==> src/rtl/apb_pkg.sv <==
// Shared constants for the APB3 1-to-N interconnect: FSM encodings,
// default address map, error-response data and statistics width.
package apb_pkg;

    // FSM state encodings
    localparam logic [0:0] ST_IDLE   = 1'b0;
    localparam logic [0:0] ST_ACCESS = 1'b1;

    // Default four-slave map: 4 KiB windows starting at 0x4000_0000, slave 0 in LSBs
    localparam int         DEFAULT_NUM_SLAVES = 4;
    localparam logic [127:0] DEFAULT_SLV_BASE = {32'h4000_3000, 32'h4000_2000,
                                                 32'h4000_1000, 32'h4000_0000};
    localparam logic [127:0] DEFAULT_SLV_MASK = {4{32'hFFFF_F000}};
    localparam int         DEFAULT_TIMEOUT_CYCLES = 255;

    // Read data returned on any error completion generated by the interconnect
    localparam logic [31:0] DEFAULT_ERR_RDATA = 32'h0000_0000;

    // Width of the saturating error counter
    localparam int ERR_CNT_W = 16;

endpackage

==> src/rtl/apb_interconnect_if.sv <==
// Bundle of upstream (master-side) and downstream (slave-side) APB3 signals.
// The 'slave' modport is the interconnect's view: it is the slave of the
// upstream master and fans the transfer out to the peripherals.
// The 'master' modport is the opposite view, used by the bus environment.
interface apb_interconnect_if #(
    parameter int NUM_SLAVES = 4,
    parameter int ADDR_W     = 32,
    parameter int DATA_W     = 32
);
    // Upstream master side
    logic                         PSEL;
    logic                         PENABLE;
    logic                         PWRITE;
    logic [ADDR_W-1:0]            PADDR;
    logic [DATA_W-1:0]            PWDATA;
    logic [DATA_W-1:0]            PRDATA;
    logic                         PREADY;
    logic                         PSLVERR;

    // Downstream slave side
    logic [NUM_SLAVES-1:0]        PSEL_S;
    logic                         PENABLE_S;
    logic                         PWRITE_S;
    logic [ADDR_W-1:0]            PADDR_S;
    logic [DATA_W-1:0]            PWDATA_S;
    logic [NUM_SLAVES*DATA_W-1:0] PRDATA_S;
    logic [NUM_SLAVES-1:0]        PREADY_S;
    logic [NUM_SLAVES-1:0]        PSLVERR_S;

    modport slave (
        input  PSEL, PENABLE, PWRITE, PADDR, PWDATA,
        output PRDATA, PREADY, PSLVERR,
        output PSEL_S, PENABLE_S, PWRITE_S, PADDR_S, PWDATA_S,
        input  PRDATA_S, PREADY_S, PSLVERR_S
    );

    modport master (
        output PSEL, PENABLE, PWRITE, PADDR, PWDATA,
        input  PRDATA, PREADY, PSLVERR,
        input  PSEL_S, PENABLE_S, PWRITE_S, PADDR_S, PWDATA_S,
        output PRDATA_S, PREADY_S, PSLVERR_S
    );

endinterface

==> src/rtl/apb_addr_decode.sv <==
// Combinational address decoder: per-slave base/mask compare followed by a
// priority encoder where the lowest slave index wins on overlapping windows.
module apb_addr_decode #(
    parameter int                         NUM_SLAVES = 4,
    parameter int                         ADDR_W     = 32,
    parameter int                         IDX_W      = 2,
    parameter logic [NUM_SLAVES*ADDR_W-1:0] SLV_BASE = '0,
    parameter logic [NUM_SLAVES*ADDR_W-1:0] SLV_MASK = '0
) (
    input  logic [ADDR_W-1:0] addr,
    output logic              miss,
    output logic [IDX_W-1:0]  idx
);

    logic [NUM_SLAVES-1:0] hit;

    // Window compare for every slave
    always_comb begin
        for (int i = 0; i < NUM_SLAVES; i++) begin
            hit[i] = ((addr & SLV_MASK[i*ADDR_W +: ADDR_W]) == SLV_BASE[i*ADDR_W +: ADDR_W]);
        end
    end

    // Priority encode: scan downwards so the lowest matching index is the last write
    always_comb begin
        // NOTE: every output gets a default before the loop; a path that left
        // idx/miss unassigned would infer a latch.
        idx  = '0;
        miss = 1'b1;
        for (int i = NUM_SLAVES - 1; i >= 0; i--) begin
            if (hit[i]) begin
                idx  = IDX_W'(i);
                miss = 1'b0;
            end
        end
    end

endmodule

==> src/rtl/apb_interconnect.sv <==
// APB3 1-to-N interconnect with a registered slave index, a default error
// response for unmapped addresses, a per-transfer PREADY watchdog and
// saturating error statistics.
module apb_interconnect
    import apb_pkg::*;
#(
    parameter int                           NUM_SLAVES     = DEFAULT_NUM_SLAVES,
    parameter int                           ADDR_W         = 32,
    parameter int                           DATA_W         = 32,
    parameter logic [NUM_SLAVES*ADDR_W-1:0] SLV_BASE       = DEFAULT_SLV_BASE,
    parameter logic [NUM_SLAVES*ADDR_W-1:0] SLV_MASK       = DEFAULT_SLV_MASK,
    parameter int                           TIMEOUT_CYCLES = DEFAULT_TIMEOUT_CYCLES
) (
    input  logic                 PCLK,
    input  logic                 PRESETn,
    apb_interconnect_if.slave    bus,
    output logic [ERR_CNT_W-1:0] err_count,
    output logic [ADDR_W-1:0]    err_addr
);

    localparam int IDX_W  = ($clog2(NUM_SLAVES) > 0) ? $clog2(NUM_SLAVES) : 1;
    localparam int WAIT_W = ($clog2(TIMEOUT_CYCLES + 1) > 0) ? $clog2(TIMEOUT_CYCLES + 1) : 1;
    localparam logic [WAIT_W-1:0] TIMEOUT_VAL = WAIT_W'(TIMEOUT_CYCLES);

    // Registered transfer context
    logic [0:0]        state;
    logic [IDX_W-1:0]  sel_idx;
    logic              miss_q;
    logic [ADDR_W-1:0] addr_q;
    logic [WAIT_W-1:0] wait_cnt;

    // Decoder results for the live address (used only in the setup phase)
    logic              dec_miss;
    logic [IDX_W-1:0]  dec_idx;

    // Response before reset gating
    logic [NUM_SLAVES-1:0] psel_s;
    logic                  pready;
    logic                  pslverr;
    logic [DATA_W-1:0]     prdata;

    logic              setup;
    logic              violation;
    logic              slv_ready;
    logic              timeout;
    logic              err_evt;
    logic [ADDR_W-1:0] err_src_addr;

    apb_addr_decode #(
        .NUM_SLAVES (NUM_SLAVES),
        .ADDR_W     (ADDR_W),
        .IDX_W      (IDX_W),
        .SLV_BASE   (SLV_BASE),
        .SLV_MASK   (SLV_MASK)
    ) u_decode (
        .addr (bus.PADDR),
        .miss (dec_miss),
        .idx  (dec_idx)
    );

    assign setup     = (state == ST_IDLE) && bus.PSEL && !bus.PENABLE;
    assign violation = (state == ST_IDLE) && bus.PSEL && bus.PENABLE;
    assign slv_ready = bus.PREADY_S[sel_idx];
    assign timeout   = (TIMEOUT_CYCLES != 0) && (wait_cnt == TIMEOUT_VAL);

    // Select generation and response mux; the access phase looks only at the latched index
    always_comb begin
        psel_s  = '0;
        pready  = 1'b0;
        pslverr = 1'b0;
        prdata  = DATA_W'(DEFAULT_ERR_RDATA);
        if (state == ST_IDLE) begin
            if (setup && !dec_miss) begin
                psel_s = NUM_SLAVES'(1) << dec_idx;
            end else if (violation) begin
                pready  = 1'b1;
                pslverr = 1'b1;
            end
        end else if (miss_q) begin
            pready  = 1'b1;
            pslverr = 1'b1;
        end else if (slv_ready) begin
            // A slave completing in the watchdog cycle still wins
            psel_s  = NUM_SLAVES'(1) << sel_idx;
            pready  = 1'b1;
            pslverr = bus.PSLVERR_S[sel_idx];
            prdata  = bus.PRDATA_S[sel_idx*DATA_W +: DATA_W];
        end else if (timeout) begin
            pready  = 1'b1;
            pslverr = 1'b1;
        end else begin
            psel_s = NUM_SLAVES'(1) << sel_idx;
        end
    end

    // Upstream response and slave selects are held at zero while reset is asserted
    assign bus.PSEL_S  = PRESETn ? psel_s  : '0;
    assign bus.PREADY  = PRESETn ? pready  : 1'b0;
    assign bus.PSLVERR = PRESETn ? pslverr : 1'b0;
    assign bus.PRDATA  = PRESETn ? prdata  : '0;

    // Broadcast copies of the master signals
    assign bus.PENABLE_S = bus.PENABLE;
    assign bus.PWRITE_S  = bus.PWRITE;
    assign bus.PADDR_S   = bus.PADDR;
    assign bus.PWDATA_S  = bus.PWDATA;

    // Transfer FSM: latch decode at setup, count wait states, return to idle on completion
    always_ff @(posedge PCLK or negedge PRESETn) begin
        if (!PRESETn) begin
            state    <= ST_IDLE;
            sel_idx  <= '0;
            miss_q   <= 1'b0;
            addr_q   <= '0;
            wait_cnt <= '0;
        end else begin
            // NOTE: state registers use non-blocking assignments so every flop
            // samples pre-edge values regardless of statement order.
            case (state)
                ST_IDLE: begin
                    if (setup) begin
                        state    <= ST_ACCESS;
                        sel_idx  <= dec_idx;
                        miss_q   <= dec_miss;
                        addr_q   <= bus.PADDR;
                        wait_cnt <= '0;
                    end
                end
                default: begin
                    if (pready) begin
                        state <= ST_IDLE;
                    end else if (TIMEOUT_CYCLES != 0) begin
                        wait_cnt <= wait_cnt + 1'b1;
                    end
                end
            endcase
        end
    end

    assign err_evt      = pready && pslverr;
    assign err_src_addr = (state == ST_IDLE) ? bus.PADDR : addr_q;

    // Error statistics: saturating count and address of the latest error completion
    always_ff @(posedge PCLK or negedge PRESETn) begin
        if (!PRESETn) begin
            err_count <= '0;
            err_addr  <= '0;
        end else if (err_evt) begin
            if (err_count != '1) begin
                err_count <= err_count + 1'b1;
            end
            err_addr <= err_src_addr;
        end
    end

endmodule

==> src/flat_wrapper.sv <==
// flat-port wrapper written by rule: the top's interface ports become plain ports
module apb_interconnect_flat import apb_pkg::*;
#(
    parameter int                           NUM_SLAVES     = DEFAULT_NUM_SLAVES,
    parameter int                           ADDR_W         = 32,
    parameter int                           DATA_W         = 32,
    parameter logic [NUM_SLAVES*ADDR_W-1:0] SLV_BASE       = DEFAULT_SLV_BASE,
    parameter logic [NUM_SLAVES*ADDR_W-1:0] SLV_MASK       = DEFAULT_SLV_MASK,
    parameter int                           TIMEOUT_CYCLES = DEFAULT_TIMEOUT_CYCLES
)
  (PCLK, PRESETn, err_count, err_addr, bus_PSEL, bus_PENABLE, bus_PWRITE, bus_PADDR, bus_PWDATA, bus_PRDATA, bus_PREADY, bus_PSLVERR, bus_PSEL_S, bus_PENABLE_S, bus_PWRITE_S, bus_PADDR_S, bus_PWDATA_S, bus_PRDATA_S, bus_PREADY_S, bus_PSLVERR_S);
  apb_interconnect_if #(.NUM_SLAVES(NUM_SLAVES), .ADDR_W(ADDR_W), .DATA_W(DATA_W)) bus_i ();
  input  logic PCLK;
  input  logic PRESETn;
  output logic [ERR_CNT_W-1:0] err_count;
  output logic [ADDR_W-1:0] err_addr;
  input wire logic [$bits(bus_i.PSEL)-1:0] bus_PSEL;
  input wire logic [$bits(bus_i.PENABLE)-1:0] bus_PENABLE;
  input wire logic [$bits(bus_i.PWRITE)-1:0] bus_PWRITE;
  input wire logic [$bits(bus_i.PADDR)-1:0] bus_PADDR;
  input wire logic [$bits(bus_i.PWDATA)-1:0] bus_PWDATA;
  output wire logic [$bits(bus_i.PRDATA)-1:0] bus_PRDATA;
  output wire logic [$bits(bus_i.PREADY)-1:0] bus_PREADY;
  output wire logic [$bits(bus_i.PSLVERR)-1:0] bus_PSLVERR;
  output wire logic [$bits(bus_i.PSEL_S)-1:0] bus_PSEL_S;
  output wire logic [$bits(bus_i.PENABLE_S)-1:0] bus_PENABLE_S;
  output wire logic [$bits(bus_i.PWRITE_S)-1:0] bus_PWRITE_S;
  output wire logic [$bits(bus_i.PADDR_S)-1:0] bus_PADDR_S;
  output wire logic [$bits(bus_i.PWDATA_S)-1:0] bus_PWDATA_S;
  input wire logic [$bits(bus_i.PRDATA_S)-1:0] bus_PRDATA_S;
  input wire logic [$bits(bus_i.PREADY_S)-1:0] bus_PREADY_S;
  input wire logic [$bits(bus_i.PSLVERR_S)-1:0] bus_PSLVERR_S;
  assign bus_i.PSEL = bus_PSEL;
  assign bus_i.PENABLE = bus_PENABLE;
  assign bus_i.PWRITE = bus_PWRITE;
  assign bus_i.PADDR = bus_PADDR;
  assign bus_i.PWDATA = bus_PWDATA;
  assign bus_PRDATA = bus_i.PRDATA;
  assign bus_PREADY = bus_i.PREADY;
  assign bus_PSLVERR = bus_i.PSLVERR;
  assign bus_PSEL_S = bus_i.PSEL_S;
  assign bus_PENABLE_S = bus_i.PENABLE_S;
  assign bus_PWRITE_S = bus_i.PWRITE_S;
  assign bus_PADDR_S = bus_i.PADDR_S;
  assign bus_PWDATA_S = bus_i.PWDATA_S;
  assign bus_i.PRDATA_S = bus_PRDATA_S;
  assign bus_i.PREADY_S = bus_PREADY_S;
  assign bus_i.PSLVERR_S = bus_PSLVERR_S;
  apb_interconnect #(.NUM_SLAVES(NUM_SLAVES), .ADDR_W(ADDR_W), .DATA_W(DATA_W), .SLV_BASE(SLV_BASE), .SLV_MASK(SLV_MASK), .TIMEOUT_CYCLES(TIMEOUT_CYCLES)) u_core (.PCLK(PCLK), .PRESETn(PRESETn), .bus(bus_i), .err_count(err_count), .err_addr(err_addr));
endmodule
==> config.mk <==
export PLATFORM = sky130hd
export DESIGN_NAME = apb_interconnect_flat
export DESIGN_NICKNAME = d
export VERILOG_FILES = /design/src/rtl/apb_pkg.sv /design/src/rtl/apb_interconnect_if.sv /design/src/rtl/apb_addr_decode.sv /design/src/rtl/apb_interconnect.sv /design/src/flat_wrapper.sv
export SDC_FILE = /design/constraint.sdc
export NUM_CORES = 1
export LEC_CHECK = 0
export ABC_AREA = 0
export BUFFER_PORTS_ARGS = -buffer_cell sky130_fd_sc_hd__buf_2
export CORE_ASPECT_RATIO = 0.75
export CORE_MARGIN = 5
export CORE_UTILIZATION = 30
export CTS_CLUSTER_SIZE = 12
export DETAILED_ROUTE_END_ITERATION = 10
export PLACE_DENSITY_LB_ADDON = 0.25
export SETUP_SLACK_MARGIN = 0.2
export SYNTH_ARGS = -nofsm -noshare
export SYNTH_HDL_FRONTEND = slang
export SYNTH_SLANG_ARGS = --single-unit
==> constraint.sdc <==
create_clock -name PCLK -period 2.6 [get_ports PCLK]
set_input_delay 0.13 -clock PCLK [delete_from_list [all_inputs] [get_ports PCLK]]
set_output_delay 0.13 -clock PCLK [all_outputs]
set_load 0.02 [all_outputs]
Yosys cells after proc, flatten, opt, wreduce, memory -nomap -nowiden
Index checks and enable logic that the tools add are counted.

cells by class
  reduce and logical (&&, ||, !) cells = 11
  shift operators = 3
  $add $sub $neg = 2
  $lt $le $gt $ge = 1
  bitwise operators = 1
  equal/unequal tests = 7
  multiplexer cells = 40

operators with widths
  kind                                                                           number
  32-bit 2-to-1 mux                                                              5
  128-bit by 8-bit indexed part select with 32-bit output                        1
  20-bit by 19-bit equality test with 1-bit output (second input constant)       4
  4-bit 2-to-1 mux                                                               6
  8-bit 2-to-1 mux                                                               3
  1-bit 2-to-1 mux                                                               20
  16-bit by 1-bit adder with 16-bit output (second input constant)               1
  16-bit inequality test (second input constant)                                 1
  8-bit by 1-bit adder with 8-bit output (second input constant)                 1
  8-bit equality test (second input constant)                                    1
  2-bit 2-to-1 mux                                                               4
  1-bit by 2-bit left shift with 4-bit output (first input constant)             2
  2-bit AND reduction                                                            3
  1-bit logical AND                                                              5
  1-bit binary-select mux with 2-bit select                                      2
  2-bit by 3-bit less-than comparator with 1-bit output (second input constant)  1
  1-bit logical NOT                                                              2
  2-bit inequality test (second input constant)                                  1
  2-bit nonzero test                                                             1
  1-bit NOT                                                                      1

storage, ports and cells
  register bits after elaboration = 92
  output and inout bits = 152
  logic and storage cells = 72
  bits of input ports = 205

Logic depth before layout (Yosys ltp)
  word-level depth = 11
  depth in mapped cells = 8
  gate-level depth less buffers = 6

Hierarchy
Synthesis repeated with hierarchy kept, for this count alone.

second synthesis, totals
  cell total of the unflattened synthesis = 579
  area total of the unflattened synthesis = 5677.9 sq um

by module, submodules not included
  module            seq. area each (sq um)  times used  cells an instance  area an instance (sq um)
  apb_interconnect  2302.2                  1           570                5610.4
  apb_addr_decode   0.0                     1           9                  67.6

Worst setup path before layout
OpenSTA, ideal clock, no wires.

  path type = reg2out
  start point = register u_core.state
  end point = output bus_PSEL_S[3]
  data required time = 2470 ps
  data arrival time = 1998 ps
  buffers on the path = 1
  stages on the path, launching flop included = 7
  slack = 472 ps
  path through = dfrtp_1 -> clkbuf_1 -> nor3b_1 -> nand4_1 -> nor4_4 -> nand3_1 -> a21boi_0

on the way
  cells in the longest elaborated chain, start to end = 7

RTL lines
  what                            line                     RTL
  start: declaration              apb_interconnect.sv:26   logic [0:0] state;
  start signal: assignment        apb_interconnect.sv:111  state <= ST_IDLE;
  start signal: assignment        apb_interconnect.sv:122  state <= ST_ACCESS;
  start signal: assignment        apb_interconnect.sv:131  state <= ST_IDLE;
  1-bit NOT (no line)             -
  1-bit logical AND (2 in a row)  apb_interconnect.sv:61   assign setup = (state == ST_IDLE) && bus.PSEL && !bus.PENABLE;
  1-bit logical AND               apb_interconnect.sv:73   if (setup && !dec_miss) begin
  4-bit 2-to-1 mux                apb_interconnect.sv:73
  4-bit 2-to-1 mux (*)            apb_interconnect.sv:72   if (state == ST_IDLE) begin
  4-bit 2-to-1 mux (*)            apb_interconnect.sv:97   assign bus.PSEL_S = PRESETn ? psel_s : '0;
  end: declaration                flat_wrapper.sv:25       output wire logic [$bits(bus_i.PSEL_S)-1:0] bus_PSEL_S;

Mark *: on every way between the ends. The rest lies on a longest branch, timed or not.

Worst setup path after layout
  start point = register u_core.state
  end point = output bus_PSEL_S[0]

Same word-level chain as after synthesis.

==> impl_results.html <==
<table>
<tr><th>Metric</th><th>Value</th></tr>
<tr><th colspan="2">Timing</th></tr>
<tr><td>Post-layout min period</td><td>2.250 ns</td></tr>
<tr><td>Total Neg Setup Slack</td><td>0 ns</td></tr>
<tr><td>Pin slew with the least headroom to its limit</td><td>0.6745 ns</td></tr>
<tr><td>Hold violation total from the final report</td><td>0</td></tr>
<tr><td>Worst Hold Slack</td><td>0.005381 ns</td></tr>
<tr><td>Worst max-slew margin expressed relative to the limit</td><td>55.03%</td></tr>
<tr><td>Worst setup skew after layout</td><td>0.01020 ns</td></tr>
<tr><td>Final Slew Violations</td><td>0</td></tr>
<tr><td>Fmax achieved</td><td>444.4 MHz</td></tr>
<tr><td>Number of setup violations in the final report</td><td>0</td></tr>
<tr><td>Setup repair after global routing missed its margin</td><td>yes</td></tr>
<tr><td>Period utilisation layout</td><td>86.54%</td></tr>
<tr><th colspan="2">Floorplan</th></tr>
<tr><td>Chip Height</td><td>129.6 µm</td></tr>
<tr><td>Die outline width</td><td>169.5 µm</td></tr>
<tr><td>Floorplan Core Area</td><td>18,620 µm²</td></tr>
<tr><td>Die area</td><td>21,970 µm²</td></tr>
<tr><td>Top-Level Pins</td><td>357</td></tr>
<tr><td>Number of core rows</td><td>43</td></tr>
<tr><td>Effective utilization at floorplan</td><td>30.74%</td></tr>
<tr><th colspan="2">Yosys</th></tr>
<tr><td>Flip-flop cell with the highest count after synthesis</td><td>sky130_fd_sc_hd__dfrtp_1</td></tr>
<tr><td>Synthesized netlist net count</td><td>780</td></tr>
<tr><td>Synthesis-stage register bit count</td><td>92</td></tr>
<tr><td>Proportion of register bits with asynchronous set or reset after synthesis</td><td>100.0%</td></tr>
<tr><td>Number of synthesized flops with an enable pin</td><td>0</td></tr>
<tr><td>Count of mapped cells out of synthesis</td><td>573</td></tr>
<tr><td>Unique masters post-synth</td><td>43</td></tr>
<tr><td>Most area-consuming cells after synthesis</td><td>sky130_fd_sc_hd__dfrtp_1, sky130_fd_sc_hd__mux4_2, sky130_fd_sc_hd__buf_4</td></tr>
<tr><td>Synth area leader</td><td>sky130_fd_sc_hd__dfrtp_1</td></tr>
<tr><td>Mean post-synth cell area</td><td>9.988 µm²</td></tr>
<tr><td>Area share of the leading cell type in the synthesized netlist</td><td>40.23%</td></tr>
<tr><td>Yosys warnings</td><td>0</td></tr>
<tr><td>Share of synthesized area occupied by flip-flops and latches</td><td>40.23%</td></tr>
<tr><td>Mapped cell area</td><td>5723 µm²</td></tr>
<tr><th colspan="2">Power and ir drop</th></tr>
<tr><td>Combinational cell fraction of total power</td><td>25.9%</td></tr>
<tr><td>Sequential share of power</td><td>44.2%</td></tr>
<tr><td>Sw frac</td><td>33.20%</td></tr>
<tr><td>Internal power</td><td>2.773 mW</td></tr>
<tr><td>Total leakage power</td><td>3.573 nW</td></tr>
<tr><td>Power density over the cells</td><td>563.9 nW/µm²</td></tr>
<tr><td>Peak supply drop</td><td>0.0003822 V</td></tr>
<tr><td>Clock power share</td><td>30.0%</td></tr>
<tr><td>Switching Power</td><td>1.378 mW</td></tr>
<tr><th colspan="2">Clock tree</th></tr>
<tr><td>Cell at the root of the clock tree</td><td>sky130_fd_sc_hd__clkbuf_16</td></tr>
<tr><td>TritonCTS buffer count</td><td>9</td></tr>
<tr><td>Sink Count</td><td>92</td></tr>
<tr><td>TritonCTS clock tree</td><td>done</td></tr>
<tr><td>Clock latency of the later-clocked register in the worst-skew pair</td><td>0.34 ns</td></tr>
<tr><td>CTS clock-pin slew for the worst setup and hold paths</td><td>0.07 ns</td></tr>
<tr><td>CTS max path bufs</td><td>2</td></tr>
<tr><td>H-Tree Level Count</td><td>3</td></tr>
<tr><th colspan="2">Finish</th></tr>
<tr><td>Syn-to-layout area delta</td><td>28.62%</td></tr>
<tr><td>Area of all placed cells without fillers</td><td>7361 µm²</td></tr>
<tr><td>NumNets Final</td><td>1,009</td></tr>
<tr><td>Post-layout utilization of the core</td><td>39.54%</td></tr>
<tr><td>Fraction of final layout cells with drive strength greater than 1</td><td>46.10%</td></tr>
<tr><th colspan="2">Placement</th></tr>
<tr><td>Count of input and output buffers</td><td>290</td></tr>
<tr><td>Placed cell area</td><td>6987 µm²</td></tr>
<tr><td>Hpwl dp</td><td>15,300 µm</td></tr>
<tr><td>Routability congestion estimate</td><td>0.8149</td></tr>
<tr><th colspan="2">Detailed routing</th></tr>
<tr><td>WL/cell</td><td>18.37 µm</td></tr>
<tr><td>Total via count after detailed routing</td><td>5,018</td></tr>
<tr><td>Total Wirelength</td><td>19,380 µm</td></tr>
<tr><td>DR vias/cell</td><td>4.756</td></tr>
<tr><td>DR pass1 iterations</td><td>5</td></tr>
<tr><td>Number of nets with antenna violations after routing</td><td>0</td></tr>
<tr><td>Drt drc</td><td>0</td></tr>
<tr><td>Detailed Route Iter0 Violations</td><td>205</td></tr>
<tr><th colspan="2">Global route</th></tr>
<tr><td>Global-route usage over all layers</td><td>17.16%</td></tr>
<tr><td>Maximum number of pins on one net before global-route repair</td><td>55</td></tr>
<tr><td>Antenna violations before repair</td><td>2</td></tr>
<tr><td>Wire length of the first global-routing pass</td><td>29,180 µm</td></tr>
<tr><td>Sum of overflow across all layers after global routing</td><td>0</td></tr>
<tr><td>Number of global-route vias before repair</td><td>5,055</td></tr>
<tr><th colspan="2">Job</th></tr>
<tr><td>Max-cap check violation count</td><td>0</td></tr>
<tr><th colspan="2">Setup path</th></tr>
<tr><td>Crit Path Class</td><td>reg2out</td></tr>
<tr><td>Worst path required time</td><td>2.47 ns</td></tr>
<tr><td>Maximum fanout along the worst path</td><td>6</td></tr>
<tr><td>Crit path DAT</td><td>2.12 ns</td></tr>
<tr><td>Nature of the critical path endpoint</td><td>output port</td></tr>
<tr><td>Category of the worst setup path launch point</td><td>flip-flop</td></tr>
<tr><th colspan="2">Worst hold path</th></tr>
<tr><td>Worst hold-check path type</td><td>in2reg</td></tr>
<tr><th colspan="2">Run status</th></tr>
<tr><td>Status</td><td>finished, final reports clean</td></tr>
</table>
==> synth_stat cells (all sizes together), types with 3 or more instances <==
cell type and n:
o21ai 5, nor2b 37, dfrtp 92, xor2 8
mux4 34, and3 5, nand3 10, nor4 6
nor2 45, nand2 104, clkbuf 16, nor3 4
buf 81, nand4 13, inv 8, mux2 3
xnor2 10, mux2i 33, a21oi 33
==> layout by cell type (no fill, tap or decap), types with 4 or more instances in the layout <==
cell type                   instances
sky130_fd_sc_hd__buf_2            286
sky130_fd_sc_hd__nand2_1          104
sky130_fd_sc_hd__dfrtp_1           89
sky130_fd_sc_hd__nor2_1            45
sky130_fd_sc_hd__nor2b_1           36
sky130_fd_sc_hd__mux4_2            34
sky130_fd_sc_hd__mux2i_1           33
sky130_fd_sc_hd__a21oi_1           33
sky130_fd_sc_hd__buf_4             24
sky130_fd_sc_hd__nand4_1           13
sky130_fd_sc_hd__nand3_1           10
sky130_fd_sc_hd__xnor2_1           10
sky130_fd_sc_hd__clkbuf_16          9
sky130_fd_sc_hd__inv_1              8
sky130_fd_sc_hd__xor2_1             8
sky130_fd_sc_hd__and3_1             5
sky130_fd_sc_hd__o21ai_0            5
sky130_fd_sc_hd__nor4_1             4
sky130_fd_sc_hd__nor3_1             4
==> state kept, by name, indices dropped and copies added, names as in the netlist <==
register	flops
u_core.sel_idx	2
u_core.addr_q	32
u_core.miss_q	1
u_core.wait_cnt	8
u_core.state	1
u_core.err_addr	32
u_core.err_count	16
==> final cells by class <==
cell class	count	area [µm²]
clock inverters	6	50.05
fillers	1923	11250
flip-flops and latches	92	2306
inverters	8	30.03
repair buffers	315	1673
multi-input cells	376	2761
diodes	1	2.502
clock buffers	10	229.0
well taps	247	309.0
==> power by group through the flow <==
stage	registers [mW]	logic [mW]	clock network (mW)
final	1.83	1.07	1.24
after global routing	1.87	1.19	1.33
after CTS	1.83	1.10	1.29
after detailed placement	1.86	1.08	0
after global placement	1.87	1.06	0
after floorplan	2.01	0.545	0
==> routing by layer <==
metal / track usage, % / share of wire [%] / vias up
li1: - / - / 2379
met3: 4.453 / 7.8 / 16
met5: 0 / 0.052 / -
met1: 21.36 / 41 / 2408
met2: 30.35 / 50 / 213
met4: 3.597 / 1.1 / 2
==> critical path, stage by stage, from the launching register on <==
cell                      delay, ns
sky130_fd_sc_hd__dfrtp_2       0.43
sky130_fd_sc_hd__nor3b_4       0.25
sky130_fd_sc_hd__nand4_1       0.25
sky130_fd_sc_hd__nor4_4        0.26
sky130_fd_sc_hd__buf_4         0.18
sky130_fd_sc_hd__a32oi_1       0.10
sky130_fd_sc_hd__nor2b_1       0.14
sky130_fd_sc_hd__buf_4         0.16
==> worst paths after layout <==
| kind | from | endpoint | slack (ns) | cells after the start |
|---|---|---|---|---|
| min in group asynchronous | PRESETn | u_core.state | 0.19 | 2 |
| max in group asynchronous | PRESETn | u_core.addr_q[15] | 1.51 | 3 |
| setup / recovery | u_core.state | bus_PSEL_S[0] | 0.35 | 7 |
| setup reg to reg | u_core.sel_idx[0] | u_core.err_addr[25] | 0.45 | 7 |
| hold / removal | bus_PADDR[7] | u_core.addr_q[7] | 0.005 | 3 |
| hold reg to reg | u_core.addr_q[0] | u_core.addr_q[0] | 0.48 | 2 |
==> kinds of logic after synthesis <==
group / synth area share (%)
compound gates: 5.531
xor+xnor: 2.755
fa+ha+maj: 0.4372
buf+inv: 11.72
flops: 40.23
mux: 19.74
simple gates: 19.59
==> per-stage QoR <==
stage	worst slack [ns]	power, mW	std cells
2_1_floorplan	0.4722	2.552	573
3_3_place_gp	0.3090	2.925	1029
3_5_place_dp	0.2786	2.935	1029
4_1_cts	0.2583	4.223	1054
5_1_grt	0.1869	4.398	1055
6_report	0.3500	4.151	1055
==> what timing repair did <==
action | 4_1_cts | 5_1_grt
endpoints found under the hold margin | 6 | 0
setup endpoints to repair | 8 | 3
hold buffers | 3 | 0
pin swaps | 3 | 3
cloned | 0 | 0
gates resized for setup | 2 | 4
buffers inserted | 6 | 0
(Power assumes the default switching activity.)
